`config.mk`:
```
export PLATFORM = sky130hd
export DESIGN_NAME = vga_timing_gen
export DESIGN_NICKNAME = d
export VERILOG_FILES = /design/src/rtl/vga_timing_gen.sv
export SDC_FILE = /design/constraint.sdc
export NUM_CORES = 1
export LEC_CHECK = 0
export CAP_MARGIN = 30
export CORE_ASPECT_RATIO = 0.6
export CORE_MARGIN = 1.5
export CORE_UTILIZATION = 24
export CTS_BUF_LIST = sky130_fd_sc_hd__clkbuf_4 sky130_fd_sc_hd__clkbuf_8
export DETAILED_ROUTE_END_ITERATION = 7
export PLACE_DENSITY = 0.47
export SLEW_MARGIN = 10
export SYNTH_ARGS = -nofsm -noshare
export SYNTH_HDL_FRONTEND = slang
export SYNTH_SLANG_ARGS = --single-unit
```
`constraint.sdc`:
```
create_clock -name vga_clk -period 3.45 [get_ports vga_clk]
set_clock_uncertainty 0.2 [all_clocks]
set_input_delay 0.69 -clock vga_clk [delete_from_list [all_inputs] [get_ports vga_clk]]
set_output_delay 0.69 -clock vga_clk [all_outputs]
set_load 0.1 [all_outputs]
```
`src/rtl/vga_timing_gen.sv`:
```
// vga_timing_gen: raster counters, blank/strobe decode and hs/vs delayed to line up with
// the renderer pipeline, plus a free-running frame counter.
module vga_timing_gen #(
    parameter int H_VISIBLE  = 640,
    parameter int H_FRONT    = 16,
    parameter int H_SYNC     = 96,
    parameter int H_BACK     = 48,
    parameter int V_VISIBLE  = 480,
    parameter int V_FRONT    = 10,
    parameter int V_SYNC     = 2,
    parameter int V_BACK     = 33,
    parameter int SYNC_DELAY = 2
) (
    input  logic       vga_clk,
    input  logic       Reset,
    output logic [9:0] DrawX,
    output logic [9:0] DrawY,
    output logic       blank,
    output logic       hs,
    output logic       vs,
    output logic       line_start,
    output logic       frame_start,
    output logic [7:0] frame_count
);
    localparam int H_TOTAL = H_VISIBLE + H_FRONT + H_SYNC + H_BACK;
    localparam int V_TOTAL = V_VISIBLE + V_FRONT + V_SYNC + V_BACK;
    localparam logic [10:0] H_LAST = 11'(H_TOTAL - 1);
    localparam logic [10:0] V_LAST = 11'(V_TOTAL - 1);
    localparam logic [10:0] H_VIS  = 11'(H_VISIBLE);
    localparam logic [10:0] V_VIS  = 11'(V_VISIBLE);
    localparam logic [10:0] HS_ON  = 11'(H_VISIBLE + H_FRONT);
    localparam logic [10:0] HS_OFF = 11'(H_VISIBLE + H_FRONT + H_SYNC);
    localparam logic [10:0] VS_ON  = 11'(V_VISIBLE + V_FRONT);
    localparam logic [10:0] VS_OFF = 11'(V_VISIBLE + V_FRONT + V_SYNC);

    logic [9:0]  hc, vc;
    logic [10:0] hx, vy;
    logic        h_end, h_over, v_end, v_over, hs_raw, vs_raw;

    // 11-bit views so a 1024-count total compares without overflow
    always_comb begin
        hx     = {1'b0, hc};
        vy     = {1'b0, vc};
        h_end  = hx == H_LAST;
        h_over = hx > H_LAST;
        v_end  = vy == V_LAST;
        v_over = vy > V_LAST;
        hs_raw = !(hx >= HS_ON && hx < HS_OFF);
        vs_raw = !(vy >= VS_ON && vy < VS_OFF);
    end

    always_ff @(posedge vga_clk or posedge Reset) begin
        if (Reset) begin
            hc          <= '0;
            vc          <= '0;
            frame_count <= '0;
        end else begin
            hc <= (h_end || h_over) ? '0 : hc + 10'd1;
            vc <= v_over ? '0 : (h_end || h_over) ? (v_end ? '0 : vc + 10'd1) : vc;
            if (h_end && v_end)
                frame_count <= frame_count + 8'd1;
        end
    end

    assign DrawX       = hc;
    assign DrawY       = vc;
    assign blank       = hx < H_VIS && vy < V_VIS;
    assign line_start  = hc == 10'd0;
    assign frame_start = hc == 10'd0 && vc == 10'd0;

    generate
        if (SYNC_DELAY == 0) begin : g_direct
            assign hs = hs_raw;
            assign vs = vs_raw;
        end else begin : g_delay
            logic [SYNC_DELAY-1:0] hs_sr, vs_sr;
            always_ff @(posedge vga_clk or posedge Reset) begin
                if (Reset) begin
                    hs_sr <= '1;
                    vs_sr <= '1;
                end else begin
                    hs_sr <= SYNC_DELAY'({hs_sr, hs_raw});
                    vs_sr <= SYNC_DELAY'({vs_sr, vs_raw});
                end
            end
            assign hs = hs_sr[SYNC_DELAY-1];
            assign vs = vs_sr[SYNC_DELAY-1];
        end
    endgenerate
endmodule

```
==> impl_metrics.csv <==
group,metric,value,unit
flow_run,drv_cap,0,
final_layout,fin_util,32.8,%
critical_path,crit_family,"simple AND/OR/NAND/NOR gates",
detailed_routing,drcViolationCount,0,
clock_network,post_cts_resize_count,0,
final_layout,regArea,825,sq um
critical_path,crit_fanout,6,
clock_network,clk_pin_slew,0.07,ns
floorplan,die_area,7820,sq um
timing,hold_viol_final,0,
floorplan,io_pins,35,
detailed_routing,vias,1466,
yosys,synth.net_count,185,
clock_network,clkSinkCount,32,
yosys,ys.warnings.count,0,
timing,setup_slack,0.428,ns
clock_network,htreeDepth,2,
detailed_routing,drt-total-wl,4520,microns
clock_network,cts_root_buf,"clkbuf_8",
yosys,synth.area.top_cells,"dfrtp_1, dfstp_2, nand3_1",
global_routing,grt_pass1_wl,7310,microns
critical_path,critPathKind,"register to primary output",
critical_path,r2r-start,"DrawX[1]",
timing,setup_tns,0,ns
yosys,yosys.cell_types.count,46,
clock_network,clock_path_buffers,2,
timing,period_minus_slack,3.02,ns
final_layout,nNetsFinal,220,
floorplan,core_area,6850,sq um
yosys,avgSynthCellArea,9.81,sq um
hold_path,min-delay-start,"g_delay.vs_sr[0]",
critical_path,crit_required,2.56,ns
global_routing,grt_pass1_vias,1301,
timing,worst_pin_slew,0.541,ns
timing,rsz0062_at_grt,"false",
placement,io_buffers,34,
final_layout,antenna_cells,0,
yosys,synth_top_cell_by_area,"dfrtp_1",
final_layout,final_cells,301,
pwr,p_total,0.707,mW
detailed_routing,dr.pass1.iters,4,
placement,place_congestion,0.815,
critical_path,critical_path_buf_inv_count,2,
timing,slew_violations,0,
final_layout,drive_above_1_share,33.6,%
clock_network,cts_made_buffers,5,
yosys,synth_top_area_share,40.1,%
global_routing,grt-ovfl-total,0,
placement,dp_hpwl,3300,microns
yosys,syn_inst,178,
critical_path,cp-startpoint,"DrawY[0]",
final_layout,syn2layout_area_growth,28.7,%
detailed_routing,routedWlPerCell,15.0,microns
timing,fmax,331,MHz
yosys,synth_ff_type,"dfrtp_1",
yosys,synth_edf_count,0,
pwr,leakagePower,0.936,nW
clock_network,cts_tree,"built",
timing,slew_headroom,63.6,%
yosys,ys_async_sr_fraction,100,%
placement,dp.cells,293,
timing,setup_violations,0,
pwr,powerDensity,315,nW/um^2
critical_path,crit_slowest_cell,"dfrtp_1",
yosys,yosysSeqAreaShare,46.1,%
hold_path,hp-class,"register to register",
status,status,"completed",
yosys,synth-seq-cells,32,
critical_path,worstSetupStartpointType,"register",
critical_path,cp.arrival,2.13,ns
critical_path,critPathCaptureType,"primary output",
detailed_routing,via_per_inst,4.87,
clock_network,cts.hold.buffers_added,0,
floorplan,start_util,25.5,%
global_routing,grt_antenna_before_repair,0,
clock_network,post_cts_buffers,0,
yosys,netlist_area,1750,sq um
floorplan,die_h,69.1,microns
global_routing,grt_max_degree,33,
pwr,ir_worst_vdd,111,uV
floorplan,fp-row-count,23,
critical_path,slowest_delay,0.44,ns
detailed_routing,route.antenna.remaining_nets,0,
placement,dp_slack,0.733,ns
clock_network,clkLatencyLatePin,0.29,ns
timing,fin_crit_sh,87.6,%
critical_path,path_cells,"inv_1 > ha_1 > nor3b_1 > and2_1 > nand2_2 > nor4_4 > buf_12",
floorplan,fp.dieW,113,microns
detailed_routing,drtIter0Drc,94,
final_layout,multi_input_area,883,sq um
final_layout,fill_cells,727,
global_routing,grt_usage,12.1,%
## where the power goes
group | total [mW] | switching (mW) | internal [mW]
Sequential | 0.375 | 0 | 0.375
Clock | 0.323 | 0.144 | 0.179
Combinational | 0.00941 | 0.00760 | 0.00182
Total | 0.707 | 0.152 | 0.556
## worst reg2reg max path, cell delays in order (launching register included)
cell and delay [ns]:
dfrtp_1 0.43, ha_1 0.26, nand4_1 0.25, a21o_1 0.38, a211o_2 0.39, a21oi_1 0.14
## logic make-up after synthesis
| group | Yosys count | share of synthesized area [%] |
|---|---|---|
| buffers and inverters | 20 | 5.16 |
| adder cells (fa/ha/maj) | 5 | 3.58 |
| AND/OR/NAND/NOR | 78 | 24.8 |
| AO/OA/AOI/OAI | 28 | 12.6 |
| XOR/XNOR | 13 | 6.52 |
| multiplexers | 2 | 1.22 |
| flip-flops | 32 | 46.1 |
## area by class of cell
type	instances	share of cell area (%)
Timing Repair Buffer	37	13.0
Multi-Input combinational cell	126	39.3
Clock buffer	8	4.34
Inverter	11	1.84
Sequential cell	32	36.7
Tap cell	87	4.84
## through the flow
| step | hold WS, ns | instance area [sq um] |
|---|---|---|
| finish | 0.156 | 2250 |
| global route | 0.166 | 2250 |
| CTS | 0.157 | 2250 |
| detailed placement | 0.147 | 2150 |
| global placement | 0.147 | 2150 |
| floorplan | 0.145 | 1810 |
## metal layers
metal  GRT usage, %  share of wire (%)  vias up
li1               -                  -      720
met1           20.7                 56      688
met2           13.6                 36       50
met3           3.61                6.5        8
met4           3.33                1.2        0
met5              0                  0        -
## placed cells by master, fill, tap and decap left out, drive strengths merged, types with 2 or more instances in the layout
master,count
buf,36
dfrtp,28
nand3,15
nor2,12
inv,11
nand2,11
nand4,8
clkbuf,8
xor2,7
xnor2,6
and3,5
o22ai,5
ha,5
a21oi,4
a22oi,4
and2,4
dfstp,4
nor3,4
or3,4
nor4,4
or2,3
a22o,2
a32o,2
and4,2
nor3b,2
o21ai,2
o31a,2
## path summary, 6_finish.rpt
| path | end | slack [ns] | cells past startpoint |
|---|---|---|---|
| max in group asynchronous | g_delay.hs_sr[0] | 2.11 | 3 |
| max | frame_start | 0.43 | 7 |
| max reg2reg | DrawY[9] | 1.31 | 5 |
| min in group asynchronous | frame_count[7] | 0.60 | 3 |
| min | g_delay.vs_sr[1] | 0.16 | 0 |
| min reg2reg | g_delay.vs_sr[1] | 0.16 | 0 |
## synth_stat cells (2+ instances only)
library cell / instances
a21oi_1: 4
a22o_1: 2
a22oi_1: 4
a32o_1: 2
and2_1: 4
and3_1: 5
and4_1: 2
buf_2: 5
dfrtp_1: 28
dfstp_2: 4
ha_1: 5
inv_1: 11
nand2_1: 11
nand3_1: 15
nand4_1: 8
nor2_1: 12
nor3_1: 4
nor3b_1: 2
nor4_1: 3
o21ai_0: 2
o22ai_1: 5
or2_2: 3
or3_1: 3
xnor2_1: 6
xor2_1: 7
## flip-flops by register name, summed over array words and instances, names as in the netlist
| name | cells |
|---|---|
| DrawX | 10 |
| frame_count | 8 |
| g_delay.vs_sr | 2 |
| DrawY | 10 |
| g_delay.hs_sr | 2 |
No activity file was read; power rests on OpenSTA's default activity.
==> RTL edit 1: new RTL, same settings <==
Set the parameter `SYNC_DELAY` to 1 (it was 2).
--- a/src/rtl/vga_timing_gen.sv
+++ b/src/rtl/vga_timing_gen.sv
@@ -11,3 +11,3 @@
     parameter int V_BACK     = 33,
-    parameter int SYNC_DELAY = 2
+    parameter int SYNC_DELAY = 1
 ) (
Function: no difference found for any inputs over 10 cycles, from zero or initial values and one cycle with Reset high; that may be too few to reach the edited logic, so the function may still have changed.
==> RTL edit 1 against the unedited design <==
  * Power grew 0.59%
  * Synthesized cell count decreased by 7.3%
  * Critical path type unchanged
  * Die area shrank 5.4%
  * Sequential cell count down 2
  * Setup slack better by 160 ps
  * Routed wire length down 9.7%
  * Clock power is 8.7% higher
  * Cell area fell by 6.1%
  * Synthesized area fell by 5.6%
  * Sequential power down 6.1%
  * Worst hold slack improved by 110 ps
==> RTL edit 1: results <==
[synthesis]
yosys_warnings = 0
ys_seq_area_share_pct = 45.68
synth-adder-area-share_pct = 3.794
synthTopCellsByArea = dfrtp_1 (42%), xnor2_1 (5.3%), xor2_1 (4.8%)
synth_commonest_cells = dfrtp_1 (28), nor2_1 (16), nand3_1 (10), xnor2_1 (10)
netlist-cell-type-count = 43
syn_nets = 172
synth-main-ff-cell = dfrtp_1
synthMuxAreaShare_pct = 2.124
synth_compound_area_share_pct = 9.332
synthArstFlopShare_pct = 100.0
synth-xor-area-share_pct = 10.09

[power_and_ir_drop]
sw_frac_of_total_pct = 20.47
p_leak_nw = 0.9265
power_density_nw_per_um2 = 336.9
ir_worst_vdd_uv = 165.3

[place]
port_buffers = 34
gp_congestion = 0.7913
placed_area_um2 = 2003
dpl.hpwl_um = 2946

[finish]
drive_above_1_share_pct = 28.00
nNetsFinal = 206
fill_cells = 693
antennaDiodeCount = 0

[cts]
cts_made_buffers = 5
postCtsSetupBuffers = 0
clockBufferDepth = 2
cts_resized = 0
clk_pin_slew_ps = 70
clock_latency_ps = 280
cts.htree.levels = 2
cts_root_buffer = clkbuf_8

[global_route]
antenna_found_initial = 0
grt_max_degree = 31
grt_pass1_vias = 1257
grt_pass1_wl_um = 6762
track_usage_pct = 12.29

[detailed_routing]
viasPerCell = 4.648
ant_nets = 0
drt_wl_total_um = 4076
dr.pass1.iters = 4
drtIter0Drc = 111

[critical_path]
critPathMaxStageDelay_ps = 510
cp.arrival_ps = 1970
critPathTopFamily = simple AND/OR/NAND/NOR gates
worst_path_max_delay_cell = nor3_2
path_max_fanout = 9

[status]
status = completed

[timing]
max_slew.worst_pin.slew_ps = 600.0

[worst_hold_path]
hold_path_class = flop to flop
[RTL edit 1: cell types whose count changed in the layout (fill, tap and decap cells not counted), sizes merged, moves of 4 or more]
cell    before  now
a22oi        4    0
a211oi       0    5
nor2        12   16
xnor2        6   10
o22ai        5    1
nor3         4    9
nand3       15   10
[RTL edit 1: path summary, 6_finish.rpt]
check                                            from                         end  slack, ps  cells past startpoint
setup / recovery                   DrawX[7]$_DFF_PP0_                 frame_start        590                      4
hold / removal             frame_count[7]$_DFFE_PP0P_  frame_count[7]$_DFFE_PP0P_        260                      1
setup reg to reg                   DrawX[0]$_DFF_PP0_  frame_count[7]$_DFFE_PP0P_        920                      5
hold reg to reg            frame_count[7]$_DFFE_PP0P_  frame_count[7]$_DFFE_PP0P_        260                      1
max in group asynchronous                       Reset                hs$_DFF_PP1_       2120                      3
min in group asynchronous                       Reset  frame_count[7]$_DFFE_PP0P_        600                      3
[RTL edit 1: layer usage]
layer | up-vias | wire (um) | track usage, %
li1 | 653 | - | -
met1 | 647 | 2207 | 18.76
met2 | 29 | 1583 | 15.53
met3 | 5 | 245 | 4.633
met4 | 0 | 40 | 3.409
met5 | - | 0 | 0
[RTL edit 1: layout make-up]
type / instances / area share [%]
Multi-Input combinational cell: 118 / 39.28
Sequential cell: 30 / 35.66
Timing Repair Buffer: 35 / 13.15
Tap cell: 87 / 5.154
Clock buffer: 5 / 3.258
Clock inverter: 3 / 1.896
Inverter: 9 / 1.600
[RTL edit 1: power groups by stage]
stage,logic (mW),clock network [mW],registers (mW)
final,0.00916,0.351,0.352
after global routing,0.0109,0.383,0.351
after CTS,0.00988,0.362,0.352
after detailed placement,0.00985,0,0.358
after global placement,0.00985,0,0.358
after floorplan,0.00518,0,0.358
[RTL edit 1: kinds of logic (layout without fill, tap and decap cells)]
family	Yosys count	count (layout)
mux	3	3
simple gates	69	69
buf+inv	17	52
flops	30	30
compound gates	22	22
fa+ha+maj	5	5
xor+xnor	19	19
[RTL edit 1: per-stage QoR]
| step | instances | power (mW) | worst slack (ps) |
|---|---|---|---|
| final | 287 | 0.7116 | 592.8 |
| after global routing | 287 | 0.7455 | 471.6 |
| after CTS | 287 | 0.7232 | 574.4 |
| after detailed placement | 279 | 0.3682 | 891.9 |
| after global placement | 279 | 0.3682 | 912.9 |
| after floorplan | 165 | 0.3635 | 17.35 |
==> RTL edit 2: new RTL, same flow settings <==
Made on the original files. Make the reset (`Reset`) synchronous in 2 clocked blocks.
--- a/src/rtl/vga_timing_gen.sv
+++ b/src/rtl/vga_timing_gen.sv
@@ -51,3 +51,3 @@
 
-    always_ff @(posedge vga_clk or posedge Reset) begin
+    always_ff @(posedge vga_clk) begin
         if (Reset) begin
@@ -76,3 +76,3 @@
             logic [SYNC_DELAY-1:0] hs_sr, vs_sr;
-            always_ff @(posedge vga_clk or posedge Reset) begin
+            always_ff @(posedge vga_clk) begin
                 if (Reset) begin
Function: differs if Reset is asserted again (counterexample within 4 cycles, from zero or initial values and one cycle with Reset high); with Reset held inactive, the same outputs for 10 cycles.
==> RTL edit 2 against the unedited design <==
  * Count of clock-buffer cells in the layout is 3 lower
  * Synthesized area is 13% lower
  * Fmax is 4.9% higher
  * Cell area is 12% lower
  * Synthesized cell count is 2.8% higher
  * Routed wire length is 16% lower
  * Sequential cell count stayed put
  * Setup slack better by 140 ps
  * Highest routed layer unchanged
Power is not compared: it rests on default switching activity, and its combinational part moved more than twofold at a synthesized area within 25%.
==> RTL edit 2: results <==
[critical_path]
worstRegToRegCells = 6
ff2ff_setup_slack_ps = 620
critPathMaxStageDelay_ps = 380
cp.arrival_ps = 1990
r2r-start = DrawX[0]$_SDFF_PP0_
path_max_fanout = 8
r2r_end = frame_count[7]$_SDFFE_PP0P_
worst_path_max_delay_cell = dfxtp_1

[status]
status = completed

[global_route]
grt_pass1_wl_um = 6299
grt_max_degree = 16
antenna_found_initial = 0
track_usage_pct = 11.92
grt_pass1_vias = 1151

[worst_hold_path]
hold_path_depth = 1
min-delay-start = g_delay.hs_sr[0]$_SDFF_PP1_
hold_path_class = flop to flop
whs_endpoint = g_delay.hs_sr[1]$_SDFF_PP1_

[timing]
finalMaxSlewViolations = 0
relSlewSlack_pct = 62.68
holdWs_ps = 220.4

[synthesis]
synth-xor-area-share_pct = 8.059
synth-adder-area-share_pct = 4.112
synth_compound_area_share_pct = 9.128
synthMuxAreaShare_pct = 2.056
ys_seq_area_share_pct = 42.11
synthArstFlopShare_pct = 0
synth-main-ff-cell = dfxtp_1
syn_nets = 190
synth_commonest_cells = dfxtp_1 (32), nor2_1 (27), nand2_1 (14)
netlist-cell-type-count = 39
synthTopCellsByArea = dfxtp_1 (42%), nor2_1 (6.7%), xnor2_1 (5.8%)

[cts]
clk_pin_slew_ps = 70
cts.htree.levels = 2
cts_root_buffer = clkbuf_8

[finish]
fill_cells = 670
antennaDiodeCount = 0
drive_above_1_share_pct = 22.69
nNetsFinal = 222

[place]
gp_congestion = 0.8051
post-place-ws_ps = 644.6
port_buffers = 34
dpl.hpwl_um = 2780
placed_area_um2 = 1858

[detailed_routing]
drt_wl_total_um = 3799
drc = 0
viasPerCell = 4.450
dr.pass1.iters = 4
drtIter0Drc = 103
==> RTL edit 2: how the worst max path moves through the flow <==
stage,start,end,slack (ps),cells after the start
finish,DrawY[4]$_SDFFE_PP0P_,frame_start,570,5
global route,DrawY[5]$_SDFFE_PP0P_,frame_start,280,5
CTS,DrawY[4]$_SDFFE_PP0P_,frame_start,570,5
detailed placement,DrawX[0]$_SDFF_PP0_,frame_count[7]$_SDFFE_PP0P_,640,6
global placement,DrawX[0]$_SDFF_PP0_,frame_count[7]$_SDFFE_PP0P_,760,6
floorplan,DrawX[7]$_SDFF_PP0_,frame_start,70,4
==> RTL edit 2: power breakdown <==
part	switching [mW]	leakage (nW)	total (mW)	internal, mW
Combinational	0.0629	0.457	0.0840	0.0211
Clock	0.150	0.0541	0.364	0.214
Sequential	0.00497	0.258	0.377	0.372
Total	0.218	0.769	0.825	0.607
==> RTL edit 2: area by class of cell <==
type	count	share of cell area [%]
clock buffer	5	3.494
tap	84	5.337
multi-input combinational	131	40.47
inverter	10	1.906
sequential	32	32.53
timing repair buffer	35	14.10
clock inverter	3	2.160
==> RTL edit 2: logic make-up after synthesis <==
kind of cell    Yosys count
simple gates             88
flops                    32
compound gates           21
buf+inv                  20
xor+xnor                 14
fa+ha+maj                 5
mux                       3
==> RTL edit 2: through the flow <==
step	util, %	instances
2_1_floorplan	-	183
3_3_place_gp	30.41	292
3_5_place_dp	30.41	292
4_1_cts	32.23	300
5_1_grt	32.23	300
6_report	32.23	300
==> RTL edit 2: metal layers <==
layer / up-vias / share of wire, % / GRT usage [%]
met4: 0 / 1.2 / 4.054
li1: 699 / - / -
met1: 600 / 58 / 19.13
met5: - / 0 / 0
met2: 29 / 36 / 14.04
met3: 7 / 4.6 / 3.521
==> RTL edit 2: worst max-delay path, delay by kind of cell (launching register included) <==
family,cells,cell delay [ps]
and+or+nand+nor,4,1160
DFF,1,380
buffers and inverters,1,170
